**config.mk**
```make
export PLATFORM = sky130hd
export DESIGN_NAME = alu_arbiter_2req_flat
export DESIGN_NICKNAME = d
export VERILOG_FILES = /design/src/rtl/alu_arbiter_2req_if.sv /design/src/rtl/alu_arbiter_2req.sv /design/src/flat_wrapper.sv
export SDC_FILE = /design/constraint.sdc
export NUM_CORES = 1
export LEC_CHECK = 0
export BUFFER_PORTS_ARGS = -buffer_cell sky130_fd_sc_hd__buf_4
export CAP_MARGIN = 40
export CELL_PAD_IN_SITES_DETAIL_PLACEMENT = 2
export CELL_PAD_IN_SITES_GLOBAL_PLACEMENT = 2
export CORE_MARGIN = 3
export CORE_UTILIZATION = 25
export CTS_CLUSTER_DIAMETER = 30
export DETAILED_ROUTE_END_ITERATION = 7
export HOLD_SLACK_MARGIN = 0.03
export PLACE_DENSITY_LB_ADDON = 0.1
export SYNTH_ARGS = -nofsm -noshare
export SYNTH_HDL_FRONTEND = slang
export SYNTH_SLANG_ARGS = --single-unit
```
**constraint.sdc**
```tcl
create_clock -name clk -period 13.4 [get_ports clk]
set_input_delay 1.34 -clock clk [delete_from_list [all_inputs] [get_ports clk]]
set_output_delay 1.34 -clock clk [all_outputs]
set_load 0.05 [all_outputs]
```
**src/rtl/alu_arbiter_2req_if.sv**
```systemverilog
// Request/response channel pair for one requester of the shared ALU.
// master = requester side, slave = arbiter side.
interface alu_arbiter_2req_if;
  logic        req_valid;
  logic        req_ready;
  logic [31:0] a;
  logic [31:0] b;
  logic [2:0]  sel;
  logic        rsp_valid;
  logic        rsp_ready;
  logic [31:0] out;
  logic        zero;
  logic        err;

  modport master (
    output req_valid, a, b, sel, rsp_ready,
    input  req_ready, rsp_valid, out, zero, err
  );

  modport slave (
    input  req_valid, a, b, sel, rsp_ready,
    output req_ready, rsp_valid, out, zero, err
  );
endinterface

```
**src/rtl/alu_arbiter_2req.sv**
```systemverilog
// Two-requester round-robin front end for a single shared 32-bit ALU.
// One operation in flight at a time: IDLE (grant) -> EXEC -> RESP.

// Combinational 32-bit ALU; illegal select codes yield out=0, zero=0, err=1.
module alu_32bit (
  input  logic [31:0] a,
  input  logic [31:0] b,
  input  logic [2:0]  sel,
  output logic [31:0] out,
  output logic        zero,
  output logic        err
);
  // Operation decode; zero is suppressed for illegal codes
  always_comb begin
    out = '0;
    err = 1'b0;
    case (sel)
      3'b000:  out = a & b;
      3'b001:  out = a | b;
      3'b100:  out = a + b;
      3'b101:  out = a - b;
      3'b110:  out = a ^ b;
      default: err = 1'b1;
    endcase
    zero = !err && (out == '0);
  end
endmodule

module alu_arbiter_2req #(
  parameter int FIRST_PRIO = 0,
  parameter int CNT_W      = 16
) (
  input  logic             clk,
  input  logic             reset,
  alu_arbiter_2req_if.slave port0,
  alu_arbiter_2req_if.slave port1,
  output logic             busy,
  output logic [CNT_W-1:0] op_count
);
  localparam logic PRIO_RST = FIRST_PRIO[0];

  typedef enum logic [1:0] {IDLE, EXEC, RESP} state_t;

  state_t state;
  logic   prio;
  logic   owner;

  // Requester channels gathered into per-requester arrays
  logic [1:0]       req_valid;
  logic [1:0]       req_ready;
  logic [1:0]       rsp_ready;
  logic [1:0][31:0] req_a;
  logic [1:0][31:0] req_b;
  logic [1:0][2:0]  req_sel;

  // Registered response state per requester
  logic [1:0]       rsp_valid;
  logic [1:0][31:0] rsp_out;
  logic [1:0]       rsp_zero;
  logic [1:0]       rsp_err;

  // Latched operands feeding the ALU during EXEC
  logic [31:0] op_a;
  logic [31:0] op_b;
  logic [2:0]  op_sel;

  logic [31:0] alu_out;
  logic        alu_zero;
  logic        alu_err;

  logic grant_vld;
  logic grant_id;

  assign req_valid = {port1.req_valid, port0.req_valid};
  assign rsp_ready = {port1.rsp_ready, port0.rsp_ready};
  assign req_a     = {port1.a,   port0.a};
  assign req_b     = {port1.b,   port0.b};
  assign req_sel   = {port1.sel, port0.sel};

  assign port0.req_ready = req_ready[0];
  assign port1.req_ready = req_ready[1];
  assign port0.rsp_valid = rsp_valid[0];
  assign port1.rsp_valid = rsp_valid[1];
  assign port0.out       = rsp_out[0];
  assign port1.out       = rsp_out[1];
  assign port0.zero      = rsp_zero[0];
  assign port1.zero      = rsp_zero[1];
  assign port0.err       = rsp_err[0];
  assign port1.err       = rsp_err[1];

  alu_32bit u_alu (
    .a    (op_a),
    .b    (op_b),
    .sel  (op_sel),
    .out  (alu_out),
    .zero (alu_zero),
    .err  (alu_err)
  );

  // Round-robin grant: priority holder wins, otherwise the lone valid requester
  always_comb begin
    grant_vld = 1'b0;
    grant_id  = prio;
    if (state == IDLE) begin
      if (req_valid[prio]) begin
        grant_vld = 1'b1;
        grant_id  = prio;
      end else if (req_valid[~prio]) begin
        grant_vld = 1'b1;
        grant_id  = ~prio;
      end
    end
    req_ready = grant_vld ? (2'b01 << grant_id) : 2'b00;
  end

  // Control FSM with registered response, busy and counter outputs
  always_ff @(posedge clk) begin
    if (reset) begin
      state     <= IDLE;
      prio      <= PRIO_RST;
      owner     <= 1'b0;
      busy      <= 1'b0;
      op_count  <= '0;
      op_a      <= '0;
      op_b      <= '0;
      op_sel    <= '0;
      rsp_valid <= '0;
      rsp_out   <= '0;
      rsp_zero  <= '0;
      rsp_err   <= '0;
    end else begin
      case (state)
        IDLE: begin
          if (grant_vld) begin
            op_a   <= req_a[grant_id];
            op_b   <= req_b[grant_id];
            op_sel <= req_sel[grant_id];
            owner  <= grant_id;
            busy   <= 1'b1;
            state  <= EXEC;
          end
        end
        EXEC: begin
          rsp_out[owner]   <= alu_out;
          rsp_zero[owner]  <= alu_zero;
          rsp_err[owner]   <= alu_err;
          rsp_valid[owner] <= 1'b1;
          state            <= RESP;
        end
        RESP: begin
          // Result held stable until the owner consumes it
          if (rsp_ready[owner]) begin
            rsp_valid[owner] <= 1'b0;
            op_count         <= op_count + 1'b1;
            prio             <= ~owner;
            busy             <= 1'b0;
            state            <= IDLE;
          end
        end
        default: begin
          busy  <= 1'b0;
          state <= IDLE;
        end
      endcase
    end
  end

  // Grant is one-hot by construction
  a_one_ready: assert property (@(posedge clk) disable iff (reset) !(&req_ready));

endmodule

```
**src/flat_wrapper.sv**
```systemverilog
// flat-port wrapper written by rule: the top's interface ports become plain ports
module alu_arbiter_2req_flat 
#(
  parameter int FIRST_PRIO = 0,
  parameter int CNT_W      = 16
)
  (clk, reset, busy, op_count, port0_req_valid, port0_a, port0_b, port0_sel, port0_rsp_ready, port0_req_ready, port0_rsp_valid, port0_out, port0_zero, port0_err, port1_req_valid, port1_a, port1_b, port1_sel, port1_rsp_ready, port1_req_ready, port1_rsp_valid, port1_out, port1_zero, port1_err);
  alu_arbiter_2req_if port0_i ();
  alu_arbiter_2req_if port1_i ();
  input  logic clk;
  input  logic reset;
  output logic busy;
  output logic [CNT_W-1:0] op_count;
  input wire logic [$bits(port0_i.req_valid)-1:0] port0_req_valid;
  input wire logic [$bits(port0_i.a)-1:0] port0_a;
  input wire logic [$bits(port0_i.b)-1:0] port0_b;
  input wire logic [$bits(port0_i.sel)-1:0] port0_sel;
  input wire logic [$bits(port0_i.rsp_ready)-1:0] port0_rsp_ready;
  output wire logic [$bits(port0_i.req_ready)-1:0] port0_req_ready;
  output wire logic [$bits(port0_i.rsp_valid)-1:0] port0_rsp_valid;
  output wire logic [$bits(port0_i.out)-1:0] port0_out;
  output wire logic [$bits(port0_i.zero)-1:0] port0_zero;
  output wire logic [$bits(port0_i.err)-1:0] port0_err;
  input wire logic [$bits(port1_i.req_valid)-1:0] port1_req_valid;
  input wire logic [$bits(port1_i.a)-1:0] port1_a;
  input wire logic [$bits(port1_i.b)-1:0] port1_b;
  input wire logic [$bits(port1_i.sel)-1:0] port1_sel;
  input wire logic [$bits(port1_i.rsp_ready)-1:0] port1_rsp_ready;
  output wire logic [$bits(port1_i.req_ready)-1:0] port1_req_ready;
  output wire logic [$bits(port1_i.rsp_valid)-1:0] port1_rsp_valid;
  output wire logic [$bits(port1_i.out)-1:0] port1_out;
  output wire logic [$bits(port1_i.zero)-1:0] port1_zero;
  output wire logic [$bits(port1_i.err)-1:0] port1_err;
  assign port0_i.req_valid = port0_req_valid;
  assign port0_i.a = port0_a;
  assign port0_i.b = port0_b;
  assign port0_i.sel = port0_sel;
  assign port0_i.rsp_ready = port0_rsp_ready;
  assign port0_req_ready = port0_i.req_ready;
  assign port0_rsp_valid = port0_i.rsp_valid;
  assign port0_out = port0_i.out;
  assign port0_zero = port0_i.zero;
  assign port0_err = port0_i.err;
  assign port1_i.req_valid = port1_req_valid;
  assign port1_i.a = port1_a;
  assign port1_i.b = port1_b;
  assign port1_i.sel = port1_sel;
  assign port1_i.rsp_ready = port1_rsp_ready;
  assign port1_req_ready = port1_i.req_ready;
  assign port1_rsp_valid = port1_i.rsp_valid;
  assign port1_out = port1_i.out;
  assign port1_zero = port1_i.zero;
  assign port1_err = port1_i.err;
  alu_arbiter_2req #(.FIRST_PRIO(FIRST_PRIO), .CNT_W(CNT_W)) u_core (.clk(clk), .reset(reset), .port0(port0_i), .port1(port1_i), .busy(busy), .op_count(op_count));
endmodule
```
==> summary.log, run 1 <==
qor: outcome.status completed
qor: logic_synthesis.post_synth_instance_area 0.0107 mm2
qor: finish.final_layout_size_suffix_gt1_share 19.2%
qor: timing.timing.max_slew.rel_slack 26.2%
qor: setup_path.critical_path_peak_fanout 18
qor: placement.io_buffers 228
qor: clocking.cts_hold_buffers 0
qor: clocking.tritoncts done
qor: route.routed_length_per_instance 20.5 um
qor: logic_synthesis.ys_warn_count 0
qor: grt.grt_pass1_wl 65.2 mm
qor: route.routed_wire_length 41.9 mm
qor: clocking.post_cts.resized_instances 0
qor: timing.worst_slew_pin_slew 1.11 ns
qor: route.route.detailed.vias_per_inst 5.07
qor: logic_synthesis.sequential_fraction_of_the_synthesis_area 29.7%
qor: clocking.cts_made_buffers 17
qor: setup_path.cp_class flop to flop
qor: floorplanning.chipHeight 212 um
qor: finish.nNetsFinal 1742
qor: timing.setup-tns-final 0 ns
qor: power_and_ir_drop.worst_vdd_rail_ir_drop 0.0597 mV
qor: floorplanning.area_inside_the_core_boundary 0.0415 mm2
qor: setup_path.path_cells nor2b_2 -> nand2_1 -> o21ai_0 -> inv_1 -> ha_1 -> nor2b_1 -> o31ai_1 -> a22oi_1 -> xor2_1 -> a222oi_1 -> and4_1 -> nand4_1 -> nor4_1 -> nand4_1 -> o21ai_0
qor: timing.fmax_achieved 0.167 GHz
qor: route.dr.pass1.iters 7
qor: power_and_ir_drop.powerDensity 142 mW/mm2
qor: logic_synthesis.syn-instance-count 1332
qor: worst_hold_path.min_path_type flop to flop
qor: timing.final-hold-violation-count 0
qor: logic_synthesis.synth_flop_cell sky130_fd_sc_hd__dfxtp_1
qor: finish.antenna_cells_inserted 0
qor: grt.global_route.overflow_total 0
qor: grt.grt.total_usage 18.6%
qor: clocking.cts-root-to-sink-buffers 2
qor: timing.clock_skew 0.0126 ns
qor: floorplanning.rows 74
qor: timing.setup_viol_count_final 0
qor: route.number_of_remaining_drc_errors 0
qor: finish.finish.utilization 32.5%
qor: floorplanning.boundary_pin_count 229
qor: placement.gp_congestion 0.856
qor: grt.grt_pass1_vias 11006
qor: clocking.post_cts_buffers 0
qor: finish.area_growth_syn_to_layout 26.6%
qor: logic_synthesis.async_flop_share 0%
qor: clocking.clkSlewWorstSetupHoldPaths 0.08 ns
qor: route.number_of_nets_with_antenna_violations_after_routing 0
qor: clocking.clock_tree.htree_level_count 4
qor: clocking.cts_root_buf sky130_fd_sc_hd__clkbuf_16
qor: floorplanning.initial_core_utilization 25.7%
qor: logic_synthesis.postSynthRegisterBits 158
qor: logic_synthesis.yosys.cell_types.count 68
qor: setup_path.timing.critical_path.to_type flop
qor: timing.grt_setup_unrepaired false
qor: logic_synthesis.synth_fp_nets 1570
qor: grt.number_of_antenna_violations_at_the_first_check_in_global_routing 0
qor: floorplanning.floorplan.die.width 212 um
qor: run.maxCapViolations 0
qor: setup_path.timing.critical_path.slowest_cell_delay 0.85 ns
qor: setup_path.worst-endpoint-arrival 6.37 ns
qor: logic_synthesis.syn_avg_cell_area 8.00 um2
qor: setup_path.critical-path-slowest-cell sky130_fd_sc_hd__a222oi_1
qor: clocking.clock_latency 0.46 ns
qor: timing.total_count_of_max_transition_violations_in_the_final_report 0
qor: route.drt_iter0_drc 516
qor: timing.tcrit_tclk_final 44.7%
qor: logic_synthesis.synth_enable_flop_cells 0
qor: setup_path.startpoint_type flop
qor: setup_path.cp.required 13.78 ns
qor: route.vias 10391
qor: placement.place_hpwl 32.8 mm
qor: grt.pin_count_of_the_biggest_net_entering_global_routing 92
qor: power_and_ir_drop.leakage 5.80 nW
qor: clocking.tritoncts_num_sinks 158
qor: floorplanning.design.die.area 0.0451 mm2
qor: timing.period_needed 5.99 ns
synthesized netlist by cell type (6+ instances only):
master	number	share of area, %
sky130_fd_sc_hd__dfxtp_1	158	30
sky130_fd_sc_hd__a31oi_1	9	0.53
sky130_fd_sc_hd__clkbuf_1	77	2.7
sky130_fd_sc_hd__inv_1	86	3.0
sky130_fd_sc_hd__ha_1	97	11
sky130_fd_sc_hd__nand3_1	13	0.61
sky130_fd_sc_hd__xnor2_1	44	3.6
sky130_fd_sc_hd__o21ai_0	48	2.3
sky130_fd_sc_hd__a222oi_1	10	0.94
sky130_fd_sc_hd__buf_1	10	0.35
sky130_fd_sc_hd__o21a_1	10	0.70
sky130_fd_sc_hd__nor2_1	226	8.0
sky130_fd_sc_hd__a21o_1	8	0.56
sky130_fd_sc_hd__and3_1	9	0.53
sky130_fd_sc_hd__a211oi_1	132	9.3
sky130_fd_sc_hd__xor2_1	17	1.4
sky130_fd_sc_hd__o31ai_1	6	0.42
sky130_fd_sc_hd__mux2i_1	78	7.3
sky130_fd_sc_hd__o211ai_1	7	0.49
sky130_fd_sc_hd__a221oi_1	6	0.49
sky130_fd_sc_hd__a22oi_1	6	0.42
sky130_fd_sc_hd__or3_1	6	0.35
sky130_fd_sc_hd__nor3_1	26	1.2
sky130_fd_sc_hd__a21oi_1	79	3.7
sky130_fd_sc_hd__nand2_1	62	2.2
sky130_fd_sc_hd__nand4_1	18	1.1
cells by family after synthesis:
logic type | count (synthesis) | synth area share, %
compound gates | 364 | 23.5
mux | 80 | 7.54
simple gates | 395 | 16.4
xor+xnor | 61 | 5.02
buf+inv | 176 | 6.26
fa+ha+maj | 98 | 11.6
flops | 158 | 29.7
layout make-up:
cell class,count,area (um2)
fill,4801,28000
multi-input combinational,998,6850
sequential,158,3160
timing repair buffer,243,1850
tap,532,666
clock buffer,18,439
inverter,86,323
clock inverter,14,193
through the flow:
step	setup WS (ns)	cell area, um2	total power [mW]	hold slack [ns]	instances
after floorplan	8.55	10700	1.11	0.494	1332
after global placement	7.55	12800	1.38	0.467	2015
after CTS	7.35	13500	1.95	0.507	2049
after global routing	6.85	13500	2.05	0.528	2049
final	7.41	13500	1.92	0.502	2049
after detailed placement	7.38	12900	1.39	0.490	2017
worst paths after layout:
kind / cells after the start / end / start / slack, ns
max: 15 / u_core.rsp_zero[0] / u_core.op_sel[2] / 7.41
min: 2 / u_core.port0.out[5] / u_core.port0.out[5] / 0.50
max reg2reg: 15 / u_core.rsp_zero[0] / u_core.op_sel[2] / 7.41
min reg2reg: 2 / u_core.port0.out[5] / u_core.port0.out[5] / 0.50
critical path: cells and delay by family (launching register included):
| kind | cells | cell delay (ns) |
|---|---|---|
| AO/OA/AOI/OAI | 5 | 2.24 |
| XOR/XNOR | 1 | 0.18 |
| adder cells (fa/ha/maj) | 1 | 0.28 |
| buffers and inverters | 1 | 0.10 |
| flip-flops | 1 | 0.56 |
| AND/OR/NAND/NOR | 7 | 2.51 |
cells in the final DEF (no fill, tap or decap), types with 6 or more instances in the layout:
| cell type | n |
|---|---|
| sky130_fd_sc_hd__a21o_1 | 8 |
| sky130_fd_sc_hd__nand4_1 | 18 |
| sky130_fd_sc_hd__inv_1 | 86 |
| sky130_fd_sc_hd__buf_4 | 241 |
| sky130_fd_sc_hd__nand3_1 | 13 |
| sky130_fd_sc_hd__o211ai_1 | 7 |
| sky130_fd_sc_hd__dfxtp_1 | 157 |
| sky130_fd_sc_hd__xor2_1 | 17 |
| sky130_fd_sc_hd__a31oi_1 | 9 |
| sky130_fd_sc_hd__mux2i_1 | 78 |
| sky130_fd_sc_hd__or3_1 | 6 |
| sky130_fd_sc_hd__a221oi_1 | 6 |
| sky130_fd_sc_hd__xnor2_1 | 44 |
| sky130_fd_sc_hd__a21oi_1 | 78 |
| sky130_fd_sc_hd__o21ai_0 | 48 |
| sky130_fd_sc_hd__nor3_1 | 26 |
| sky130_fd_sc_hd__and3_1 | 8 |
| sky130_fd_sc_hd__ha_1 | 97 |
| sky130_fd_sc_hd__clkbuf_16 | 17 |
| sky130_fd_sc_hd__o31ai_1 | 6 |
| sky130_fd_sc_hd__a222oi_1 | 10 |
| sky130_fd_sc_hd__a211oi_1 | 132 |
| sky130_fd_sc_hd__o21a_1 | 9 |
| sky130_fd_sc_hd__nand2_1 | 62 |
| sky130_fd_sc_hd__a22oi_1 | 6 |
| sky130_fd_sc_hd__inv_6 | 6 |
| sky130_fd_sc_hd__nor2_1 | 225 |
sequential cells by signal, indices dropped and copies added, names as in the netlist, named ones only:
register	count
u_core.port0.out	32
u_core.op_a	32
u_core.rsp_err	2
u_core.owner	1
u_core.op_b	32
u_core.port1.out	32
u_core.rsp_zero	2
u_core.state	2
u_core.prio	1
u_core.op_count	16
u_core.busy	1
u_core.op_sel	3
per-layer routing:
layer,share of wire [%],vias to the layer above,wire length (um),GRT usage (%)
met1,51,5055,21500,27.2
met4,0.95,0,399,4.04
met2,44,209,18300,28.8
li1,-,5109,-,-
met3,4.2,18,1760,3.11
met5,0,-,0,0
power by group:
part           total, mW  internal (mW)  leakage, nW  switching [mW]
registers          0.578          0.516         1.30          0.0627
logic              0.802          0.292         4.20           0.510
clock network      0.539          0.306        0.309           0.233
No activity file was read; power rests on OpenSTA's default activity.
==> run 2, diff against run 1 <==
==> constraint.sdc (replaced) <==
create_clock -name clk -period 5.6 [get_ports clk]
set_input_delay 0.56 -clock clk [delete_from_list [all_inputs] [get_ports clk]]
set_output_delay 0.56 -clock clk [all_outputs]
set_load 0.05 [all_outputs]
==> run 2 against run 1 <==
Compared with the run above: power is 140% higher; global-route usage increased by 0.12 points; clock skew is 0.0067 ns higher; critical path depth is 2 higher; critical path type unchanged; register-to-register slack got worse by 7.0 ns; core utilization up 0.47 points; setup slack got worse by 7.0 ns; combinational power grew to 2.5 times the previous value; via count up 2.0%; flip-flop and latch count did not move; cell count grew 1.4%; final area up 1.4%; highest routed layer unchanged; largest cell class unchanged.
==> summary.log, run 2 (synthesis results as in run 1) <==
qor: outcome.status completed
qor: power_and_ir_drop.worst_vdd_rail_ir_drop 0.147 mV [+150%]
qor: route.number_of_remaining_drc_errors 0 [unchanged]
qor: finish.final_common_cell sky130_fd_sc_hd__buf_4
qor: grt.grt_pass1_wl 65.6 mm [+0.57%]
qor: timing.fmax_achieved 0.194 GHz [+16%]
qor: clocking.clock_tree.htree_level_count 4 [unchanged]
qor: route.met3RoutedLength 1.74 mm [-1.4%]
qor: finish.finish.utilization 33.0% [+0.47 points]
qor: floorplanning.floorplan.die.width 212 um [unchanged]
qor: timing.period_needed 5.16 ns [-0.833 ns]
qor: finish.commonest_cells_after_routing_fill_and_taps_aside 269 x sky130_fd_sc_hd__buf_4, 224 x sky130_fd_sc_hd__nor2_1, 157 x sky130_fd_sc_hd__dfxtp_1
qor: timing.worst_slew_pin_slew 0.817 ns [-0.291 ns]
qor: setup_path.critical_path.reg2reg.startpoint u_core.op_b[14]
qor: timing.timing.max_slew.rel_slack 45.6% [+19 points]
qor: worst_hold_path.min_delay_worst_endpoint u_core.op_a[22]
qor: finish.instances_no_fill 2078 [+1.4%]
qor: floorplanning.chipHeight 212 um [unchanged]
qor: setup_path.critical_path_peak_fanout 7 [-11]
qor: clocking.cts_made_buffers 17 [unchanged]
qor: setup_path.timing.critical_path.to_type flop
qor: clocking.cts-root-to-sink-buffers 2 [unchanged]
qor: route.dr.pass1.iters 5 [-2]
qor: worst_hold_path.min_path_type input port to flop
qor: timing.total_count_of_max_transition_violations_in_the_final_report 0 [unchanged]
qor: setup_path.worst-r2r-setup-slack 0.44 ns [-6.97 ns]
qor: timing.finalWorstSetupSlack 0.440 ns [-6.97 ns]
qor: route.route.detailed.vias_per_inst 5.10 [+0.59%]
qor: finish.nNetsFinal 1770 [+1.6%]
qor: timing.tcrit_tclk_final 92.1% [+47 points]
qor: power_and_ir_drop.leakage 5.91 nW [+1.9%]
qor: route.highest-signal-layer met4
qor: timing.timing.hold.ws 0.437 ns [-0.0648 ns]
qor: placement.gp_congestion 0.841 [-1.7%]
qor: worst_hold_path.min_path_cells 3 [+1]
qor: floorplanning.area_inside_the_core_boundary 0.0415 mm2 [unchanged]
qor: route.drt_iter0_drc 485 [-6.0%]
qor: setup_path.worst-endpoint-arrival 5.53 ns [-0.84 ns]
qor: route.number_of_nets_with_antenna_violations_after_routing 0 [unchanged]
qor: clocking.tritoncts_num_sinks 158 [unchanged]
qor: route.route.met2.wl 18.5 mm [+1.0%]
qor: grt.pin_count_of_the_biggest_net_entering_global_routing 68 [-26%]
qor: grt.number_of_antenna_violations_at_the_first_check_in_global_routing 0 [unchanged]
qor: clocking.clock_latency 0.46 ns [about the same]
qor: run.maxCapViolations 0 [unchanged]
qor: grt.global_route.overflow_total 0 [unchanged]
qor: clocking.clkSlewWorstSetupHoldPaths 0.09 ns [about the same]
qor: placement.dp.cells 2043 [+1.3%]
qor: finish.final_layout_size_suffix_gt1_share 21.0% [+1.8 points]
qor: finish.area_growth_syn_to_layout 28.4%
qor: floorplanning.boundary_pin_count 229 [unchanged]
qor: clocking.tritoncts done
qor: clocking.cts_hold_buffers 0 [unchanged]
qor: worst_hold_path.hold_path.startpoint port1_a[22]
qor: floorplanning.rows 74 [unchanged]
qor: timing.final-hold-violation-count 0 [unchanged]
qor: power_and_ir_drop.report.power.total 4.61 mW [+140%]
qor: route.routed_wire_length 42.4 mm [+1.2%]
qor: route.vias 10600 [+2.0%]
qor: setup_path.cp.required 5.97 ns [-7.81 ns]
qor: grt.grt_pass1_vias 10908 [-0.89%]
qor: timing.setup_viol_count_final 0 [unchanged]
qor: setup_path.r2r.worst_path.cells 17 [+2]
qor: setup_path.startpoint_type flop
qor: setup_path.critical_path.reg2reg.endpoint u_core.rsp_zero[1]
qor: placement.place_hpwl 32.9 mm [+0.32%]
qor: power_and_ir_drop.powerDensity 337 mW/mm2 [+140%]
qor: route.m1WireLength 21.9 mm [+1.7%]
qor: floorplanning.design.die.area 0.0451 mm2 [unchanged]
qor: grt.grt.total_usage 18.8% [+0.12 points]
qor: placement.place_ws 0.0424 ns [-7.34 ns]
qor: placement.io_buffers 228 [unchanged]
qor: floorplanning.initial_core_utilization 25.7% [unchanged]
qor: setup_path.cp_class flop to flop
qor: timing.clock_skew 0.0194 ns [+0.00674 ns]
qor: clocking.cts_root_buf sky130_fd_sc_hd__clkbuf_16
qor: route.routed_length_per_instance 20.4 um [-0.25%]
## run 2: critical path: stages, from the launching register on
cell and delay [ns]:
sky130_fd_sc_hd__dfxtp_1 0.38, sky130_fd_sc_hd__or4_4 0.58, sky130_fd_sc_hd__or4_1 0.42, sky130_fd_sc_hd__or3_1 0.39
sky130_fd_sc_hd__or2_4 0.31, sky130_fd_sc_hd__o21ai_0 0.21, sky130_fd_sc_hd__xnor2_1 0.10, sky130_fd_sc_hd__ha_1 0.39
sky130_fd_sc_hd__nand2_1 0.13, sky130_fd_sc_hd__o21ai_1 0.30, sky130_fd_sc_hd__nor3_1 0.11, sky130_fd_sc_hd__a221o_1 0.30
sky130_fd_sc_hd__a2111oi_2 0.46, sky130_fd_sc_hd__buf_4 0.20, sky130_fd_sc_hd__nand4_1 0.10, sky130_fd_sc_hd__nor4_1 0.35
sky130_fd_sc_hd__nand4_1 0.17, sky130_fd_sc_hd__o21ai_0 0.19
## run 2: how the worst max path moves through the flow
stage | slack [ns] | endpoint | from | depth (start not counted)
floorplan | 0.75 | u_core.rsp_zero[1] | u_core.op_sel[0] | 20
global placement | 0.21 | u_core.rsp_zero[1] | u_core.op_b[14] | 17
detailed placement | 0.04 | u_core.rsp_zero[1] | u_core.op_b[14] | 17
CTS | 0.04 | u_core.rsp_zero[1] | u_core.op_b[14] | 17
global route | -0.01 | u_core.rsp_zero[1] | u_core.op_b[2] | 17
finish | 0.44 | u_core.rsp_zero[1] | u_core.op_b[14] | 17
## run 2: layer usage
metal	vias up	global-route usage (%)
met5	-	0
met4	0	3.72
met3	18	2.95
met2	215	29.0
met1	5199	27.6
li1	5168	-
## run 2: final cells by class
cell class,count,area (um2)
antenna,1,2.50
clock buffer,18,439
clock inverter,14,148
fill,4769,27800
inverter,86,323
multi-input combinational,998,6880
sequential,158,3160
tap,532,666
timing repair buffer,271,2060
## run 2: report_power, final
| group | internal, mW | total (mW) | leakage, nW | switching, mW |
|---|---|---|---|---|
| combinational | 0.766 | 2.02 | 4.33 | 1.26 |
| clock | 0.643 | 1.21 | 0.286 | 0.567 |
| sequential | 1.23 | 1.38 | 1.30 | 0.142 |
## run 2: stage by stage
step                      cell area (um2)  TNS, ns
after floorplan                     10700        0
after global placement              13000        0
after detailed placement            13000        0
after CTS                           13600        0
after global routing                13700  -0.0121
final                               13700        0
## run 2: timing repair
action                                  in CTS  in global routing
resized for setup                            0                  8
endpoints found under the setup margin       0                  2
setup buffers                                0                  2
==> run 3, diff against run 2 <==
--- a/config.mk
+++ b/config.mk
@@ -14,7 +14,8 @@
 export CTS_CLUSTER_DIAMETER = 30
 export DETAILED_ROUTE_END_ITERATION = 7
 export HOLD_SLACK_MARGIN = 0.03
-export PLACE_DENSITY_LB_ADDON = 0.1
+export PLACE_DENSITY_LB_ADDON = 0.2
+export RECOVER_POWER = 50
 export SYNTH_ARGS = -nofsm -noshare
 export SYNTH_HDL_FRONTEND = slang
 export SYNTH_SLANG_ARGS = --single-unit
==> run 3 against run 2 <==
Compared with the run above: the run now ends with capacitance limit, slew limit left; core utilization is 0.93 points lower; clock skew is 0.0083 ns lower; setup slack better by 0.010 ns; register-to-register slack hardly changed; largest power group unchanged; clock power is 7% lower.
==> summary.log, run 3 (synthesis results as in run 1) <==
qor: setup_path.startpoint_type flop
qor: grt.met2_usage 27.2% [-1.9 points]
qor: finish.finish.instance_area 0.0133 mm2 [-2.8%]
qor: finish.final_common_cell sky130_fd_sc_hd__nor2_1
qor: power_and_ir_drop.powerDensity 336 mW/mm2 [-0.35%]
qor: power_and_ir_drop.sw_frac_of_total 43.0% [+0.33 points]
qor: finish.finish.utilization 32.0% [-0.93 points]
qor: power_and_ir_drop.part_of_the_total_power_dissipated_in_combinational_logic 44.3% [+0.4 points]
qor: floorplanning.area_inside_the_core_boundary 0.0415 mm2 [unchanged]
qor: timing.tcrit_tclk_final 92.0% [-0.18 points]
qor: timing.fmax_achieved 0.194 GHz [+0.20%]
qor: grt.pin_count_of_the_biggest_net_entering_global_routing 80 [+18%]
qor: timing.worst_slew_pin_slew 2.35 ns [+1.54 ns]
qor: power_and_ir_drop.power_report.internal_total 2.55 mW [-3.7%]
qor: floorplanning.floorplan.die.width 212 um [unchanged]
qor: clocking.tritoncts done
qor: finish.multi_input_area 0.00687 mm2 [-0.15%]
qor: placement.place_hpwl 32.4 mm [-1.5%]
qor: timing.setup-tns-final 0 ns [unchanged]
qor: setup_path.worst-r2r-setup-slack 0.45 ns [about the same]
qor: run.maxCapViolations 3 [+3]
qor: setup_path.r2r.worst_path.cells 17 [unchanged]
qor: grt.number_of_antenna_violations_at_the_first_check_in_global_routing 0 [unchanged]
qor: clocking.clock_tree.htree_level_count 4 [unchanged]
qor: route.drt_iter0_drc 519 [+7.0%]
qor: finish.antenna_cells_inserted 0 [-1]
qor: finish.area_growth_syn_to_layout 24.8%
qor: floorplanning.initial_core_utilization 25.7% [unchanged]
qor: timing.final-hold-violation-count 0 [unchanged]
qor: timing.timing.hold.ws 0.351 ns [-0.0860 ns]
qor: placement.place_ws 0.0475 ns [+0.00515 ns]
qor: power_and_ir_drop.leakage 5.51 nW [-6.8%]
qor: floorplanning.design.die.area 0.0451 mm2 [unchanged]
qor: setup_path.worst-endpoint-arrival 5.51 ns [-0.02 ns]
qor: timing.clock_skew 0.0110 ns [-0.00834 ns]
qor: setup_path.cp.required 5.96 ns [about the same]
qor: finish.nNetsFinal 1768 [-0.11%]
qor: grt.grt_pass1_wl 63.9 mm [-2.5%]
qor: outcome.failed_checks capacitance limit, slew limit
qor: timing.timing.max_slew.rel_slack -56.9% [-100 points]
qor: floorplanning.boundary_pin_count 229 [unchanged]
qor: timing.period_needed 5.15 ns [-0.0101 ns]
qor: timing.finalWorstSetupSlack 0.450 ns [+0.0101 ns]
qor: placement.dpl-instance-area 0.0131 mm2 [+0.31%]
qor: route.number_of_remaining_drc_errors 0 [unchanged]
qor: clocking.tritoncts_num_sinks 158 [unchanged]
qor: finish.commonest_cells_after_routing_fill_and_taps_aside 222 x sky130_fd_sc_hd__nor2_1, 176 x sky130_fd_sc_hd__buf_4, 158 x sky130_fd_sc_hd__dfxtp_1
qor: setup_path.cp_class flop to flop
qor: timing.setup_viol_count_final 0 [unchanged]
qor: setup_path.critical_path.reg2reg.startpoint u_core.op_b[14]
qor: finish.fillCellCount 4859 [+1.9%]
qor: setup_path.launch_point_of_the_worst_path u_core.op_b[14]
qor: clocking.clkSlewWorstSetupHoldPaths 0.07 ns [-0.02 ns]
qor: setup_path.timing.critical_path.to_type flop
qor: placement.gp_congestion 0.825 [-1.9%]
qor: clocking.cts_made_buffers 17 [unchanged]
qor: finish.final_layout_size_suffix_gt1_share 15.0% [-6.1 points]
qor: clocking.clock_latency 0.45 ns [about the same]
qor: finish.ff_latch_area 0.00316 mm2 [about the same]
qor: route.dr.pass1.iters 5 [unchanged]
qor: grt.grt.total_usage 18.2% [-0.59 points]
qor: worst_hold_path.min_path_cells 2 [-1]
qor: worst_hold_path.min_delay_worst_endpoint u_core.port1.out[13]
qor: timing.grt_setup_unrepaired false
qor: placement.io_buffers 228 [unchanged]
qor: worst_hold_path.min_path_type input port to flop
qor: route.vias 10566 [-0.32%]
qor: power_and_ir_drop.worst_vdd_rail_ir_drop 0.155 mV [+5.5%]
qor: outcome.status finished with violations
qor: power_and_ir_drop.p_clk_share 25.0% [-1.3 points]
qor: power_and_ir_drop.power_switching 1.92 mW [-2.4%]
qor: route.route.detailed.vias_per_inst 5.09 [-0.13%]
qor: timing.total_count_of_max_transition_violations_in_the_final_report 166 [+166]
qor: grt.grt-busiest-layer met1
qor: route.routed_wire_length 41.4 mm [-2.3%]
qor: grt.grt.met3_usage 3.17% [+0.22 points]
qor: setup_path.critical_path_peak_fanout 10 [+3]
qor: grt.grt_pass1_vias 10699 [-1.9%]
qor: floorplanning.chipHeight 212 um [unchanged]
qor: setup_path.critical_path.reg2reg.endpoint u_core.rsp_zero[0]
qor: route.routed_length_per_instance 20.0 um [-2.1%]
qor: floorplanning.rows 74 [unchanged]
qor: clocking.cts_root_buf sky130_fd_sc_hd__clkbuf_16
qor: route.number_of_nets_with_antenna_violations_after_routing 0 [unchanged]
qor: grt.global_route.overflow_total 0 [unchanged]
qor: grt.grtUsageMet1 27.4% [-0.19 points]
qor: worst_hold_path.hold_path.startpoint reset
qor: clocking.cts-root-to-sink-buffers 2 [unchanged]
qor: power_and_ir_drop.seq_power_share 30.7% [+0.9 points]
run 3: changes by cell type in the layout (fill, tap and decap cells not counted), sizes merged:
cell / previous run / this run
buf: 271 / 179
clkbuf: 18 / 108
clkinv: 2 / 6
inv: 95 / 91
bufinv: 1 / 0
diode: 1 / 0
run 3: cell type report:
class / count / share of cell area [%]
clock buffer: 18 / 3.23
clock inverter: 13 / 0.838
inverter: 86 / 2.43
multi-input combinational: 998 / 51.7
sequential: 158 / 23.8
tap: 532 / 5.01
timing repair buffer: 269 / 13.1
run 3: per-layer routing:
layer	share of wire, %	wire, um
met1	52	21600
met2	42	17500
met3	4.5	1880
met4	0.85	352
met5	0	0
run 3: how the worst max path moves through the flow:
stage,to,slack (ns),cells past startpoint
6_report,u_core.rsp_zero[0],0.45,17
5_1_grt,u_core.rsp_zero[0],0.05,17
4_1_cts,u_core.rsp_zero[0],0.01,18
3_5_place_dp,u_core.rsp_zero[0],0.05,18
3_3_place_gp,u_core.rsp_zero[1],0.18,18
2_1_floorplan,u_core.rsp_zero[1],0.75,20
run 3: power by group through the flow:
stage	sequential [mW]	combinational [mW]	clock (mW)
finish	1.37	1.98	1.12
global route	1.39	2.19	1.21
CTS	1.37	2.01	1.15
detailed placement	1.40	1.99	0
global placement	1.39	1.95	0
floorplan	1.48	1.17	0
run 3: critical path: stages, from the launching register on:
cell                       delay [ns]
sky130_fd_sc_hd__dfxtp_1         0.38
sky130_fd_sc_hd__or4_4           0.58
sky130_fd_sc_hd__or4_1           0.43
sky130_fd_sc_hd__or3_1           0.40
sky130_fd_sc_hd__nor2_2          0.24
sky130_fd_sc_hd__a31oi_1         0.15
sky130_fd_sc_hd__xnor2_1         0.14
sky130_fd_sc_hd__ha_1            0.43
sky130_fd_sc_hd__a21o_1          0.25
sky130_fd_sc_hd__a31oi_1         0.33
sky130_fd_sc_hd__nor2b_1         0.09
sky130_fd_sc_hd__o21a_1          0.19
sky130_fd_sc_hd__a211oi_2        0.32
sky130_fd_sc_hd__a21boi_0        0.18
sky130_fd_sc_hd__xnor2_1         0.16
sky130_fd_sc_hd__a222oi_1        0.39
sky130_fd_sc_hd__nand4_1         0.21
sky130_fd_sc_hd__o21ai_0         0.19
run 3: timing repair:
item,4_1_cts,5_1_grt
gates resized for setup,0,8
setup buffers,0,1
setup endpoints to repair,0,3
hold buffers,0,0
run 3: through the flow:
step           total power, mW  std cells
2_1_floorplan             2.65       1332
3_3_place_gp              3.34       2038
3_5_place_dp              3.39       2042
4_1_cts                   4.54       2073
5_1_grt                   4.79       2074
6_report                  4.47       2074
